$ cat src/rtl/aap_pkg.sv
// Shared encodings, field positions and types for the AAP decode stage.
package aap_pkg;

  localparam logic [1:0] CLS_ALU    = 2'b00;
  localparam logic [1:0] CLS_MEM    = 2'b01;
  localparam logic [1:0] CLS_BRANCH = 2'b10;
  localparam logic [1:0] CLS_MISC   = 2'b11;

  localparam logic [3:0] OP_NOP = 4'b0000;
  localparam logic [3:0] OP_BRA = 4'b0000;
  localparam logic [3:0] OP_BAL = 4'b0001;
  localparam logic [3:0] OP_JMP = 4'b0100;
  localparam logic [3:0] OP_JAL = 4'b0101;

  typedef enum logic [2:0] {
    JE_NONE     = 3'd0,
    JE_REL      = 3'd1,
    JE_ABS      = 3'd2,
    JE_ABS_LINK = 3'd3,
    JE_REL_LINK = 3'd4
  } jump_en_t;

  localparam logic [15:0] BUBBLE_WORD_DEFAULT = 16'h0001;

  localparam int LONG_BIT = 15;
  localparam int CLS_HI   = 14;
  localparam int CLS_LO   = 13;
  localparam int OP_HI    = 12;
  localparam int OP_LO    = 9;
  localparam int RD_HI    = 8;
  localparam int RD_LO    = 6;
  localparam int RA_HI    = 5;
  localparam int RA_LO    = 3;
  localparam int RB_HI    = 2;
  localparam int RB_LO    = 0;

  typedef enum logic [1:0] {RUN, SKIP, HOLD} state_t;

  typedef struct packed {
    logic        valid;
    logic [1:0]  cls;
    logic [3:0]  opcode;
    logic [2:0]  rd;
    logic [2:0]  ra;
    logic [2:0]  rb;
    logic [15:0] imm;
    logic        is_long;
  } dec_fields_t;

  typedef struct packed {
    logic [2:0] je;
    logic [8:0] chg;
    logic [5:0] loc;
    logic       flush;
    logic       nop_stop;
    logic       link;
  } ctl_t;

endpackage

$ cat src/rtl/aap_decode_if.sv
// Fetch window in, decoded fields and fetch control out.
interface aap_decode_if;
  logic [31:0] fetchoutput;
  logic [2:0]  pcjumpenable;
  logic [8:0]  pcchange;
  logic [5:0]  pclocation;
  logic        flush;
  logic        nop_stop;
  logic        dec_valid;
  logic [1:0]  dec_class;
  logic [3:0]  dec_opcode;
  logic [2:0]  dec_rd;
  logic [2:0]  dec_ra;
  logic [2:0]  dec_rb;
  logic [15:0] dec_imm;
  logic        dec_long;
  logic        dec_link;

  modport master (
    output fetchoutput,
    input  pcjumpenable, pcchange, pclocation, flush, nop_stop,
           dec_valid, dec_class, dec_opcode, dec_rd, dec_ra, dec_rb,
           dec_imm, dec_long, dec_link
  );

  modport slave (
    input  fetchoutput,
    output pcjumpenable, pcchange, pclocation, flush, nop_stop,
           dec_valid, dec_class, dec_opcode, dec_rd, dec_ra, dec_rb,
           dec_imm, dec_long, dec_link
  );
endinterface

$ cat src/rtl/aap_decode_fields.sv
// Combinational field/immediate extraction from the {W0, W1} fetch window.
module aap_decode_fields import aap_pkg::*; #(
  parameter logic [15:0] BUBBLE_WORD = BUBBLE_WORD_DEFAULT
) (
  input  logic [31:0]  fetch_word,
  output dec_fields_t  fields
);
  logic [15:0] w0, w1;
  logic        unused_w1;

  assign w0 = fetch_word[31:16];
  assign w1 = fetch_word[15:0];
  assign unused_w1 = ^w1[14:13];

  always_comb begin
    fields         = '0;
    fields.cls     = w0[CLS_HI:CLS_LO];
    fields.opcode  = w0[OP_HI:OP_LO];
    fields.rd      = w0[RD_HI:RD_LO];
    fields.ra      = w0[RA_HI:RA_LO];
    fields.rb      = w0[RB_HI:RB_LO];
    fields.is_long = w0[LONG_BIT];
    if (w0[LONG_BIT])
      fields.imm = {w1[12:0], w0[2:0]};
    else if (w0[CLS_HI:CLS_LO] == CLS_BRANCH)
      fields.imm = {{7{w0[8]}}, w0[8:0]};
    else
      fields.imm = {{13{w0[2]}}, w0[2:0]};
    // A long word whose second half lacks the continuation bit is not an instruction.
    fields.valid = (w0 != BUBBLE_WORD) && (w0 != '0) && !(w0[LONG_BIT] && !w1[LONG_BIT]);
  end
endmodule

$ cat src/rtl/aap_decode.sv
// AAP decode stage: registered field decode plus branch resolution and hold FSM.
module aap_decode import aap_pkg::*; #(
  parameter int unsigned BRANCH_HOLD = 2,
  parameter logic [15:0] HALT_IMM    = 16'd1,
  parameter logic [15:0] BUBBLE_WORD = BUBBLE_WORD_DEFAULT
) (
  input logic         clock,
  input logic         reset,
  aap_decode_if.slave bus
);
  dec_fields_t f, fld_d, fld_q;
  ctl_t        ctl_d, ctl_q;
  state_t      state_q, state_d;
  logic [2:0]  cnt_q, cnt_d;
  logic        is_jump, is_halt;

  aap_decode_fields #(.BUBBLE_WORD(BUBBLE_WORD)) u_fields (
    .fetch_word (bus.fetchoutput),
    .fields     (f)
  );

  assign is_jump = f.valid && (f.cls == CLS_BRANCH) &&
                   (f.opcode inside {OP_BRA, OP_BAL, OP_JMP, OP_JAL});
  assign is_halt = f.valid && (f.cls == CLS_ALU) && (f.opcode == OP_NOP) && (f.imm == HALT_IMM);

  always_comb begin
    state_d = state_q;
    cnt_d   = cnt_q;
    fld_d   = '0;
    ctl_d   = '0;
    case (state_q)
      RUN: begin
        if (f.valid) begin
          fld_d          = f;
          ctl_d.nop_stop = is_halt;
          if (is_jump) begin
            // A long branch's second half is swallowed by HOLD, so no SKIP here.
            ctl_d.flush = 1'b1;
            state_d     = HOLD;
            cnt_d       = 3'(BRANCH_HOLD - 1);
            case (f.opcode)
              OP_BRA: begin ctl_d.je = JE_REL;      ctl_d.chg = f.imm[8:0]; end
              OP_BAL: begin ctl_d.je = JE_REL_LINK; ctl_d.chg = f.imm[8:0]; ctl_d.link = 1'b1; end
              OP_JMP: begin ctl_d.je = JE_ABS;      ctl_d.loc = f.imm[5:0]; end
              OP_JAL: begin ctl_d.je = JE_ABS_LINK; ctl_d.loc = f.imm[5:0]; ctl_d.link = 1'b1; end
              default: ;
            endcase
          end else if (f.is_long) begin
            state_d = SKIP;
          end
        end
      end
      SKIP: state_d = RUN;
      HOLD: begin
        ctl_d.chg = ctl_q.chg;
        ctl_d.loc = ctl_q.loc;
        if (cnt_q == '0) begin
          state_d = RUN;
        end else begin
          ctl_d.je    = ctl_q.je;
          ctl_d.flush = 1'b1;
          cnt_d       = cnt_q - 3'd1;
        end
      end
      default: state_d = RUN;
    endcase
  end

  always_ff @(posedge clock or negedge reset) begin
    if (!reset) begin
      state_q <= RUN;
      cnt_q   <= '0;
      fld_q   <= '0;
      ctl_q   <= '0;
    end else begin
      state_q <= state_d;
      cnt_q   <= cnt_d;
      fld_q   <= fld_d;
      ctl_q   <= ctl_d;
    end
  end

  assign bus.pcjumpenable = ctl_q.je;
  assign bus.pcchange     = ctl_q.chg;
  assign bus.pclocation   = ctl_q.loc;
  assign bus.flush        = ctl_q.flush;
  assign bus.nop_stop     = ctl_q.nop_stop;
  assign bus.dec_link     = ctl_q.link;
  assign bus.dec_valid    = fld_q.valid;
  assign bus.dec_class    = fld_q.cls;
  assign bus.dec_opcode   = fld_q.opcode;
  assign bus.dec_rd       = fld_q.rd;
  assign bus.dec_ra       = fld_q.ra;
  assign bus.dec_rb       = fld_q.rb;
  assign bus.dec_imm      = fld_q.imm;
  assign bus.dec_long     = fld_q.is_long;
endmodule

$ cat src/flat_wrapper.sv
// flat-port wrapper written by rule: the top's interface ports become plain ports
module aap_decode_flat import aap_pkg::*;
#(
  parameter int unsigned BRANCH_HOLD = 2,
  parameter logic [15:0] HALT_IMM    = 16'd1,
  parameter logic [15:0] BUBBLE_WORD = BUBBLE_WORD_DEFAULT
)
  (clock, reset, bus_fetchoutput, bus_pcjumpenable, bus_pcchange, bus_pclocation, bus_flush, bus_nop_stop, bus_dec_valid, bus_dec_class, bus_dec_opcode, bus_dec_rd, bus_dec_ra, bus_dec_rb, bus_dec_imm, bus_dec_long, bus_dec_link);
  aap_decode_if bus_i ();
  input logic clock;
  input logic reset;
  input wire logic [$bits(bus_i.fetchoutput)-1:0] bus_fetchoutput;
  output wire logic [$bits(bus_i.pcjumpenable)-1:0] bus_pcjumpenable;
  output wire logic [$bits(bus_i.pcchange)-1:0] bus_pcchange;
  output wire logic [$bits(bus_i.pclocation)-1:0] bus_pclocation;
  output wire logic [$bits(bus_i.flush)-1:0] bus_flush;
  output wire logic [$bits(bus_i.nop_stop)-1:0] bus_nop_stop;
  output wire logic [$bits(bus_i.dec_valid)-1:0] bus_dec_valid;
  output wire logic [$bits(bus_i.dec_class)-1:0] bus_dec_class;
  output wire logic [$bits(bus_i.dec_opcode)-1:0] bus_dec_opcode;
  output wire logic [$bits(bus_i.dec_rd)-1:0] bus_dec_rd;
  output wire logic [$bits(bus_i.dec_ra)-1:0] bus_dec_ra;
  output wire logic [$bits(bus_i.dec_rb)-1:0] bus_dec_rb;
  output wire logic [$bits(bus_i.dec_imm)-1:0] bus_dec_imm;
  output wire logic [$bits(bus_i.dec_long)-1:0] bus_dec_long;
  output wire logic [$bits(bus_i.dec_link)-1:0] bus_dec_link;
  assign bus_i.fetchoutput = bus_fetchoutput;
  assign bus_pcjumpenable = bus_i.pcjumpenable;
  assign bus_pcchange = bus_i.pcchange;
  assign bus_pclocation = bus_i.pclocation;
  assign bus_flush = bus_i.flush;
  assign bus_nop_stop = bus_i.nop_stop;
  assign bus_dec_valid = bus_i.dec_valid;
  assign bus_dec_class = bus_i.dec_class;
  assign bus_dec_opcode = bus_i.dec_opcode;
  assign bus_dec_rd = bus_i.dec_rd;
  assign bus_dec_ra = bus_i.dec_ra;
  assign bus_dec_rb = bus_i.dec_rb;
  assign bus_dec_imm = bus_i.dec_imm;
  assign bus_dec_long = bus_i.dec_long;
  assign bus_dec_link = bus_i.dec_link;
  aap_decode #(.BRANCH_HOLD(BRANCH_HOLD), .HALT_IMM(HALT_IMM), .BUBBLE_WORD(BUBBLE_WORD)) u_core (.clock(clock), .reset(reset), .bus(bus_i));
endmodule
$ cat config.mk
export PLATFORM = sky130hd
export DESIGN_NAME = aap_decode_flat
export DESIGN_NICKNAME = d
export VERILOG_FILES = /design/src/rtl/aap_pkg.sv /design/src/rtl/aap_decode_if.sv /design/src/rtl/aap_decode_fields.sv /design/src/rtl/aap_decode.sv /design/src/flat_wrapper.sv
export SDC_FILE = /design/constraint.sdc
export NUM_CORES = 1
export LEC_CHECK = 0
export CAP_MARGIN = 0
export CORE_ASPECT_RATIO = 0.6
export CORE_UTILIZATION = 25
export DETAILED_ROUTE_END_ITERATION = 6
export PLACE_DENSITY = 0.55
export SETUP_SLACK_MARGIN = 0.05
export SYNTH_ARGS = -nofsm -noshare
export SYNTH_HDL_FRONTEND = slang
export SYNTH_SLANG_ARGS = --single-unit
$ cat constraint.sdc
create_clock -name clock -period 2 [get_ports clock]
set_input_delay 0.3 -clock clock [delete_from_list [all_inputs] [get_ports clock]]
set_output_delay 0.3 -clock clock [all_outputs]
set_load 0.01 [all_outputs]
After elaboration in Yosys (flattened, before gate mapping) --
Index checks and enable logic that the tools add are counted.
Storage, ports and cells: flip-flop bits (word level) 59, output and inout bits 54, logic and storage cells 75
Operators by class: $add $sub $neg 1, equality and inequality tests 12, muxes and demuxes 24, reduce and logical (&&, ||, !) cells 22
Operator list (number):
- 33-bit 2-to-1 mux | 2
- 19-bit case mux with 2 select lines | 1
- 16-bit 2-to-1 mux | 2
- 21-bit 2-to-1 mux | 1
- 19-bit 2-to-1 mux | 1
- 16-bit by 1-bit == test with 1-bit output (second input constant) | 1
- 16-bit by 1-bit inequality test with 1-bit output (second input constant) | 1
- 16-bit nonzero test | 1
- 3-bit 2-to-1 mux | 4
- 3-bit case mux with 4 select lines | 1
- 2-bit 2-to-1 mux | 5
- 9-bit 2-to-1 mux | 1
- 4-bit by 3-bit == test with 1-bit output (second input constant) | 2
- 1-bit logical AND | 8
- 6-bit 2-to-1 mux | 1
- 2-bit by 1-bit inequality test with 1-bit output (second input constant) | 3
- 3-bit case mux with 2 select lines | 1
- 2-bit OR reduction | 3
- 2-bit == test (second input constant) | 2
- 4-bit by 1-bit == test with 1-bit output (second input constant) | 1
- 2-bit logical NOT | 2
- 4-bit logical NOT | 1
- 2-bit case mux with 2 select lines | 1
- 4-bit AND reduction | 1
- other kinds (9) | 12

Logic depth before layout (Yosys ltp) --
depth in word-level cells 9, gate-level depth with buffers 7, mapped depth without buffers 7

Cells and area by module --
Synthesis repeated with hierarchy kept, for this count alone.
Unflattened totals: cells, all modules 216, area, all modules 2544.9 um2
By module, submodules not included:
- aap_decode | times used 1, cells an instance 154, area each 2139.6 um2, sequential area each 1476.4 um2
- aap_decode_fields | times used 1, cells an instance 62, area each 405.4 um2, sequential area each 0.0 um2

Least setup slack after synthesis --
OpenSTA, ideal clock, no wires.
path kind input to register, from input port bus_fetchoutput[27], to register u_core.fld_q, in the netlist u_core.bus.dec_imm[10], library setup time 137 ps, data arrival time 1415 ps, data required time 1863 ps, slack 448 ps, stages on the path 7, path through buf_2 nor4_1 nand4_1 nand2_1 inv_1 nand2_1 a21oi_1
RTL lines:
- start, declared | line flat_wrapper.sv:12 | input wire logic [$bits(bus_i.fetchoutput)-1:0] bus_fetchoutput;
- end signal, assigned | line aap_decode.sv:78 | fld_q <= fld_d;
- end, declared | line aap_decode.sv:11 | dec_fields_t f, fld_d, fld_q;

==> metrics.yaml <==
cp.required_ps: 2160
routed_wirelength_um: 6317
syn_to_final_growth_pct: 60.13
dr.pass1.iters: 4
clock_latency_ps: 290
holdCritPathClass: "input port to asynchronous set/reset pin"
grt_overflow_total: 0
num_rows: 26
relSlewSlack_pct: 63.89
endpoint_kind: "register"
status: "finished, violations left"
nets: 341
cp-start-kind: "input port"
maxSlewViolCount: 0
rsz0062_at_grt: "no"
violations: "hold timing"
instances_no_fill: 418
most-common-layout-cells: "clkdlybuf4s50_1, dfrtp_1, buf_4, nand2_1, inv_1"
setup_ws_ps: 227.4
crit_fanout: 7
finalHoldViolCount: 10
dieArea_mm2: 0.009384
clock-sinks: 56
antenna_cells: 0
grt_max_degree: 57
drive_gt1_share_pct: 16.34
layout_commonest_cell: "clkdlybuf4s50_1"
post_cts_buffers: 0
core_mm2: 0.008621
port-buffer-count: 85
dpl.hpwl_um: 4828
internal_power_mw: 2.264
p_seq_share_pct: 43.1
dp_slack_ps: -143.3
endpoint: "u_core.bus.dec_imm[10]"
cts_tree: "done"
fin_skew_ps: 2.922
avgSynthCellArea_um2: 11.64
r2r_setup_slack_ps: 350
ant_nets: 0
cts-htree-levels: 2
maxCapViolCount: 0
ir_worst_vdd_mv: 0.3295
root_buffer: "clkbuf_16"
startpoint: "bus_fetchoutput[30]"
syn-num-nets: 229
post_cts_resized: 0
vias: 1792
p_comb_share_pct: 23.0
cts_buffer_depth: 2
arrival_ps: 1940
p_sw_share_pct: 25.42
netlist_area_mm2: 0.002247
wl_per_cell_um: 15.11
yosys_warnings: 0
grt_use_total_pct: 14.06
pwr-share-clk_pct: 33.9
cts_made_buffers: 5
grt_antenna_before_repair: 0
worstSetupPathType: "input port to register"
p_leak_nw: 1.640
die_h_um: 75.44
start_util_pct: 26.07
via_per_inst: 4.287
hold_slack_ps: -8.123
syn_inst: 193
gp_congestion: 0.7742
fin_crit_sh_pct: 88.63
drt_iter0_markers: 66
fmax_ghz: 0.5641
worstRegToRegCells: 8
synth-seq-cells: 56
r2r_end: "u_core.cnt_q[0]"
setup_violations: 0
postCtsHoldBufs: 0
grt_pass1_wl_um: 9818
path_clk_slew_ps: 70
io_pins: 88
yosysSeqAreaShare_pct: 62.36
drc: 0
place_inst: 410
p_sw_mw: 0.7716
p_per_area_mw_per_mm2: 843.6
grt_pass1_vias: 1799
period_needed_ps: 1773
r2r_start: "u_core.cnt_q[0]"
tightest_slew_ps: 536.0
fp.dieW_um: 124.4
ys_types: 37
==> critical path, cell delays in order <==
cell and delay [ps]:
clkdlybuf4s50_1 460, buf_4 180, nor4_1 270, nand4_1 210, nand2_1 150, inv_1 80, nand2_1 200, a21oi_1 90
==> state kept, by name, summed over array words and instances (netlist names), 2 cells and up <==
signal                   count
u_core.bus.dec_imm          14
u_core.bus.pcchange          9
u_core.bus.pclocation        6
u_core.bus.dec_opcode        4
u_core.bus.dec_ra            3
u_core.bus.dec_rd            3
u_core.bus.pcjumpenable      3
u_core.cnt_q                 3
u_core.bus.dec_class         2
u_core.bus.dec_rb            2
u_core.state_q               2
==> worst min path at each step <==
stage | from | endpoint | depth (start not counted)
floorplan | reset | u_core.bus.dec_class[0] | 0
global placement | reset | u_core.bus.dec_imm[6] | 2
global route | reset | u_core.bus.dec_imm[6] | 2
finish | reset | u_core.bus.dec_imm[6] | 2
detailed placement | reset | u_core.bus.dec_imm[6] | 2
CTS | reset | u_core.bus.dec_imm[4] | 2
==> cell usage after synthesis, drive strengths merged <==
cell type / number / area [um^2]
nor2: 9 / 33.78
o2111ai: 1 / 8.760
a32o: 4 / 40.04
a22o: 5 / 43.79
o21ai: 12 / 60.06
o2111a: 1 / 11.26
nor4: 6 / 43.79
o22ai: 1 / 6.260
nand2b: 5 / 31.28
and3: 4 / 26.28
and2b: 1 / 7.510
o21a: 2 / 15.01
xnor2: 1 / 8.760
nand2: 17 / 63.81
ha: 2 / 25.02
clkbuf: 4 / 15.01
dfrtp: 56 / 1401
inv: 15 / 56.30
nand4: 1 / 6.260
nor2b: 2 / 12.51
and2: 12 / 75.07
a21bo: 1 / 10.01
mux2i: 5 / 62.56
nor3: 3 / 15.01
a211oi: 2 / 20.02
mux2: 4 / 48.79
nand3: 3 / 15.01
a21oi: 8 / 40.04
buf: 6 / 43.79
==> layer usage <==
| layer | wire [um] | GRT usage, % | vias to the layer above |
|---|---|---|---|
| li1 | - | - | 880 |
| met1 | 3483 | 21.93 | 848 |
| met2 | 2409 | 18.17 | 61 |
| met3 | 401 | 4.565 | 3 |
| met4 | 23 | 3.213 | 0 |
| met5 | 0 | 0 | - |
==> power by group through the flow <==
stage	clock (mW)	combinational (mW)	sequential, mW
final	1.03	0.698	1.31
after global placement	0	0.698	1.33
after floorplan	0	0.235	1.37
after CTS	1.05	0.705	1.31
after global routing	1.10	0.768	1.32
after detailed placement	0	0.702	1.33
==> cells by family (layout without fill, tap and decap cells) <==
group                    Yosys count  in the layout  share of synthesized area [%]
AO/OA/AOI/OAI                     37             37                          11.36
flip-flops                        56             56                          62.36
XOR/XNOR                           1              1                         0.3898
buffers and inverters             25            138                          5.122
multiplexers                       9              9                          4.955
adder cells (fa/ha/maj)            2              2                          1.113
AND/OR/NAND/NOR                   63             63                          14.70
==> metrics by stage <==
stage	utilization, %	setup TNS [ps]	cell area [um^2]	hold WS (ps)	power [mW]
3_3_place_gp	39.58	-1011	3412	323.4	2.029
2_1_floorplan	-	0	2247	4.409	1.609
5_1_grt	41.74	0	3598	9.145	3.194
6_report	41.74	0	3598	-8.123	3.036
4_1_cts	41.64	0	3590	7.693	3.063
3_5_place_dp	39.58	-1516	3412	323.6	2.033
==> layout make-up <==
class | instances | area (um^2)
fillers | 825 | 5022
repair buffers | 115 | 1084
clock buffers | 6 | 138.9
well taps | 112 | 140.1
flip-flops and latches | 56 | 1401
inverters | 15 | 56.30
multi-input cells | 112 | 739.5
clock inverters | 2 | 38.79
Note: power is estimated with default switching activity, not from simulation.
